==> src/rtl/moving_window_ctrl.sv <==
// -----------------------------------------------------------------------------
// moving_window_ctrl
//   Sequencer for the moving_stats datapath over a sliding window of the last
//   N = 2**WINDOW_LOG2 samples. Owns the sample ring buffer, pairs each new
//   sample with the one leaving the window, and issues one incoming/outgoing
//   update per sample. Handles warm-up (outgoing forced to 0 until the window
//   is full), flush/restart and stats-valid qualification.
//
// Ports
//   i_clk, i_reset        clock, synchronous active-high reset
//   i_valid/o_ready       upstream sample handshake, i_data sample
//   i_flush               synchronous restart: empty window, clear stats
//   o_stats_clear         one-cycle pulse telling moving_stats to zero itself
//   o_update_valid/i_update_ready  update handshake toward moving_stats
//   o_incoming_data       sample entering the window
//   o_outgoing_data       sample leaving the window (0 during warm-up)
//   o_count               samples in window, saturates at N
//   o_window_full         o_count == N
//   o_stats_valid         pulse, moving_stats outputs valid this cycle
//
// Build option
//   MOVING_WINDOW_WARMUP_GATE_EN  when defined, o_stats_valid only pulses for
//                                 handshakes made while the window is full.
//
// States
//   S_CLEAR  | one cycle, o_stats_clear=1, no accept
//   S_ACCEPT | o_ready=1, waiting for an upstream sample
//   S_FETCH  | ring read in flight, load update pair
//   S_ISSUE  | o_update_valid=1, hold until i_update_ready
// -----------------------------------------------------------------------------
module moving_window_ctrl #(
  parameter int DATA_WIDTH  = 32,
  parameter int WINDOW_LOG2 = 4
) (
  input  logic                   i_clk,
  input  logic                   i_reset,
  input  logic                   i_valid,
  output logic                   o_ready,
  input  logic [DATA_WIDTH-1:0]  i_data,
  input  logic                   i_flush,
  output logic                   o_stats_clear,
  output logic                   o_update_valid,
  input  logic                   i_update_ready,
  output logic [DATA_WIDTH-1:0]  o_incoming_data,
  output logic [DATA_WIDTH-1:0]  o_outgoing_data,
  output logic [WINDOW_LOG2:0]   o_count,
  output logic                   o_window_full,
  output logic                   o_stats_valid
);

  localparam logic [1:0] S_CLEAR  = 2'd0;
  localparam logic [1:0] S_ACCEPT = 2'd1;
  localparam logic [1:0] S_FETCH  = 2'd2;
  localparam logic [1:0] S_ISSUE  = 2'd3;

  localparam int                     N        = 1 << WINDOW_LOG2;
  localparam logic [WINDOW_LOG2:0]   CNT_FULL = (WINDOW_LOG2+1)'(N);
  localparam logic [WINDOW_LOG2:0]   CNT_ONE  = (WINDOW_LOG2+1)'(1);
  localparam logic [WINDOW_LOG2-1:0] PTR_ONE  = WINDOW_LOG2'(1);

  logic [DATA_WIDTH-1:0]  r_ring [N];
  logic [1:0]             r_state;
  logic [WINDOW_LOG2-1:0] r_wr_ptr;
  logic [WINDOW_LOG2:0]   r_count;
  logic [DATA_WIDTH-1:0]  r_sample;
  logic [DATA_WIDTH-1:0]  r_evict;
  logic                   r_prev_full;
  logic                   r_update_valid;
  logic [DATA_WIDTH-1:0]  r_incoming;
  logic [DATA_WIDTH-1:0]  r_outgoing;
  logic                   r_stats_valid;

  logic w_accept;
  logic w_handshake;
  logic w_full;
  logic w_stats_en;

  assign w_full        = (r_count == CNT_FULL);
  // Reset gating keeps the combinational outputs quiet while reset is held.
  assign o_ready       = (r_state == S_ACCEPT) && !i_flush && !i_reset;
  assign o_stats_clear = (r_state == S_CLEAR) && !i_reset;
  assign w_accept      = o_ready && i_valid;
  // A flush in the same cycle abandons the pending update.
  assign w_handshake   = r_update_valid && i_update_ready && !i_flush;

`ifdef MOVING_WINDOW_WARMUP_GATE_EN
  assign w_stats_en = w_full;
`else
  assign w_stats_en = 1'b1;
`endif

  // Ring storage: read-before-write on the same slot captures the evicted
  // sample; contents are never reset, warm-up gating masks stale slots.
  always_ff @(posedge i_clk) begin
    if (w_accept) begin
      r_evict            <= r_ring[r_wr_ptr];
      r_ring[r_wr_ptr]   <= i_data;
      r_sample           <= i_data;
    end
  end

  always_ff @(posedge i_clk) begin
    if (i_reset || i_flush) begin
      r_state        <= S_CLEAR;
      r_wr_ptr       <= '0;
      r_count        <= '0;
      r_prev_full    <= 1'b0;
      r_update_valid <= 1'b0;
      r_incoming     <= '0;
      r_outgoing     <= '0;
      r_stats_valid  <= 1'b0;
    end else begin
      r_stats_valid <= w_handshake && w_stats_en;
      case (r_state)
        S_CLEAR: begin
          r_state <= S_ACCEPT;
        end
        S_ACCEPT: begin
          if (w_accept) begin
            r_wr_ptr    <= r_wr_ptr + PTR_ONE;
            r_prev_full <= w_full;
            if (!w_full) begin
              r_count <= r_count + CNT_ONE;
            end
            r_state <= S_FETCH;
          end
        end
        S_FETCH: begin
          r_incoming     <= r_sample;
          // Nth sample still sees outgoing=0: gate on count before its accept.
          r_outgoing     <= r_prev_full ? r_evict : '0;
          r_update_valid <= 1'b1;
          r_state        <= S_ISSUE;
        end
        S_ISSUE: begin
          if (i_update_ready) begin
            r_update_valid <= 1'b0;
            r_state        <= S_ACCEPT;
          end
        end
        default: begin
          r_state <= S_CLEAR;
        end
      endcase
    end
  end

  assign o_update_valid  = r_update_valid;
  assign o_incoming_data = r_incoming;
  assign o_outgoing_data = r_outgoing;
  assign o_count         = r_count;
  assign o_window_full   = w_full;
  assign o_stats_valid   = r_stats_valid;

endmodule

==> config.mk <==
export PLATFORM = sky130hd
export DESIGN_NAME = moving_window_ctrl
export DESIGN_NICKNAME = d
export VERILOG_FILES = /design/src/rtl/moving_window_ctrl.sv
export SDC_FILE = /design/constraint.sdc
export NUM_CORES = 1
export LEC_CHECK = 0
export ABC_AREA = 1
export CORE_AREA = 2 2 228 230
export CTS_CLUSTER_SIZE = 24
export DETAILED_ROUTE_END_ITERATION = 8
export DIE_AREA = 0 0 230 232
export HOLD_SLACK_MARGIN = 0.05
export PLACE_DENSITY = 0.83
export RECOVER_POWER = 50
export SYNTH_ARGS = -nofsm -noshare
export SYNTH_HDL_FRONTEND = slang
export SYNTH_SLANG_ARGS = --single-unit
==> constraint.sdc <==
create_clock -name i_clk -period 3.52 [get_ports i_clk]
set_input_delay 0.352 -clock i_clk [delete_from_list [all_inputs] [get_ports i_clk]]
set_output_delay 0.352 -clock i_clk [all_outputs]
set_load 0.02 [all_outputs]
==> results.json <==
{
  "crit_path_start_kind": "flop",
  "wirelength_um": 67260,
  "cts_buffer_depth": 3,
  "drcViolationCount": 0,
  "dp_hpwl_um": 40470,
  "finalSetupViolCount": 0,
  "reg2regPathDepth": 4,
  "finalPower_uw": 15370,
  "critPathKind": "reg2reg",
  "first_pass_iters": 8,
  "clock_sinks": 654,
  "hold-path-cell-count": 3,
  "cts_resized": 0,
  "ys_ff_latch": 654,
  "violations": "max-capacitance violations, max-slew violations",
  "cp_cell_sequence": "ha_1, nand2_1, nor2_4, buf_12",
  "cp-end-kind": "flop",
  "synth_top_area_cell": "edfxtp_1",
  "grt.overflow.total": 0,
  "rr_startpoint": "r_wr_ptr[0]",
  "relSlewSlack_pct": -8.374,
  "min_path_type": "in2reg",
  "postCtsSetupBuffers": 0,
  "rr_endpoint": "r_ring[9][22]",
  "fmax_mhz": 330.5,
  "drtAntennaViolNets": 0,
  "synth_top_area_share_pct": 62.55,
  "grt_max_degree": 143,
  "worstPathRequired_ns": 3.81,
  "cts_tree": "built",
  "fillers": 3749,
  "placed_cells": 3473,
  "crit_fanout": 70,
  "yosys_warnings": 0,
  "drt-wirelength-per-cell_um": 18.72,
  "slew_violations": 124,
  "synth_nets": 2824,
  "min_to": "o_stats_valid",
  "via_per_inst": 5.282,
  "yosys-top-cells-area": "edfxtp_1 63%, nand2_1 13%, inv_1 8.1%",
  "final_common_cell": "nand2_1",
  "max-vdd-ir-drop_mv": 0.3187,
  "layoutNonFillerInstCount": 3592,
  "worst_slew_pin_slew_ns": 1.626,
  "leakage_uw": 0.01357,
  "final_hold_viol_count": 0,
  "cpPeakStageDelay_ns": 1.29,
  "root_buffer": "clkbuf_16",
  "cts_made_buffers": 66,
  "area_growth_pct": 13.34,
  "synth.cell_area_um2": 27650,
  "coreArea_um2": 50890,
  "initial_core_util_pct": 54.34,
  "drt_first_iter_violations": 2539,
  "die_h_um": 232,
  "antenna_found_initial": 1,
  "finalCriticalPeriod_ns": 3.026,
  "hold_start": "i_update_ready",
  "grt_pass1_wl_um": 102300,
  "drive_above_1_share_pct": 4.911,
  "grt_pass1_vias": 18650,
  "clkLatencyLatePin_ns": 0.60,
  "htreeDepth": 3,
  "fp.dieArea_um2": 53360,
  "status": "finished with violations",
  "final.period_utilization_pct": 85.97,
  "io_pins": 111,
  "numPortBuffers": 110,
  "seq_area_frac_synth_pct": 68.19,
  "routabilityCongestion": 0.8474,
  "max_cap_violations": 1,
  "cp_slowest_cell": "dfxtp_2",
  "fp.dieW_um": 230,
  "critPathTopFamily": "flip-flops",
  "arrival_ns": 3.32,
  "fin_nets": 2908,
  "final_cell_mix": "978 x nand2_1, 593 x inv_1, 576 x edfxtp_1",
  "powerDensity_nw_per_um2": 490.4,
  "clk_pin_slew_ns": 0.06,
  "cp.depth": 4,
  "ctsHoldBuffers": 0,
  "syn_avg_cell_area_um2": 9.958,
  "critPathBufInv": 1,
  "grt_use_total_pct": 25.18,
  "rsz0062_at_grt": "false",
  "antennaDiodeCount": 0,
  "reg2reg_slack_ns": 0.49,
  "vias": 18970,
  "synthDistinctLibCells": 25,
  "rows": 83,
  "finClkSkew_ns": 0.01558,
  "netlist_instances": 2777
}
cell usage after synthesis (all sizes together):
library cell	instances
o21ai	7
or2	1
clkinv	1
nand3	294
dfxtp	78
a21oi	73
o211ai	1
xor2	1
nor3	1
ha	10
clkbuf	23
inv	598
buf	99
nor2	35
nand2	978
nand3b	1
edfxtp	576
worst reg2reg max path: stages (launching register included):
cell and delay [ns]:
dfxtp_2 1.29, ha_1 0.39, nand2_1 0.26, nor2_4 0.51, buf_12 0.25
flip-flops by register name, indices dropped and copies added (netlist names):
register         flops
r_ring             512
o_incoming_data     32
o_outgoing_data     32
r_evict             32
r_sample            32
o_count              5
r_wr_ptr             4
r_state              2
o_stats_valid        1
o_update_valid       1
r_prev_full          1
how the worst max path moves through the flow:
stage / start / slack, ns / to
after floorplan: r_state[1] / -0.32 / r_ring[11][0]
after global placement: i_reset / 0.59 / r_ring[14][16]
after detailed placement: i_reset / 0.51 / r_ring[14][16]
after CTS: r_state[1] / 0.80 / r_ring[14][31]
after global routing: i_reset / 0.33 / o_outgoing_data[16]
final: r_wr_ptr[0] / 0.49 / r_ring[9][22]
cell type report:
type,count,area (um2),share of cell area [%]
tap,680,850.8,2.714
clock buffer,102,1888,6.024
multi-input combinational,1402,5979,19.08
clock inverter,17,118.9,0.3792
timing repair buffer,138,1386,4.423
inverter,599,2257,7.201
sequential,654,18860,60.18
cell families after synthesis:
kind of cell,share of synthesized area [%]
buf+inv,10.61
xor+xnor,0.03168
flops,68.19
compound gates,1.475
simple gates,19.24
fa+ha+maj,0.4524
layer usage:
layer	routed length, um	part of all wire (%)	up-vias	global-route usage [%]
met3	7142	11	189	5.280
met2	31980	48	1026	41.68
met5	13	0.019	-	0
met4	3172	4.7	2	12.66
met1	24950	37	8931	31.55
li1	-	-	8824	-
metrics by stage:
step	area [um2]	setup slack, ns	hold WS (ns)	TNS [ns]	util, %
after floorplan	27660	-0.3232	0.4509	-132.92	-
after global placement	29370	0.5879	0.4504	0	57.72
after detailed placement	29370	0.5105	0.4520	0	57.72
after CTS	31380	0.8017	0.3516	0	61.66
after global routing	31340	0.3316	0.3936	0	61.60
final	31340	0.4940	0.3788	0	61.60
report_power, final:
part | switching (uW) | leakage (uW) | internal, uW
registers | 11.0 | 0.00581 | 8450
logic | 267 | 0.00679 | 74.2
clock network | 2800 | 0.000972 | 3770
total | 3080 | 0.0136 | 12300
No activity file was read; power rests on OpenSTA's default activity.
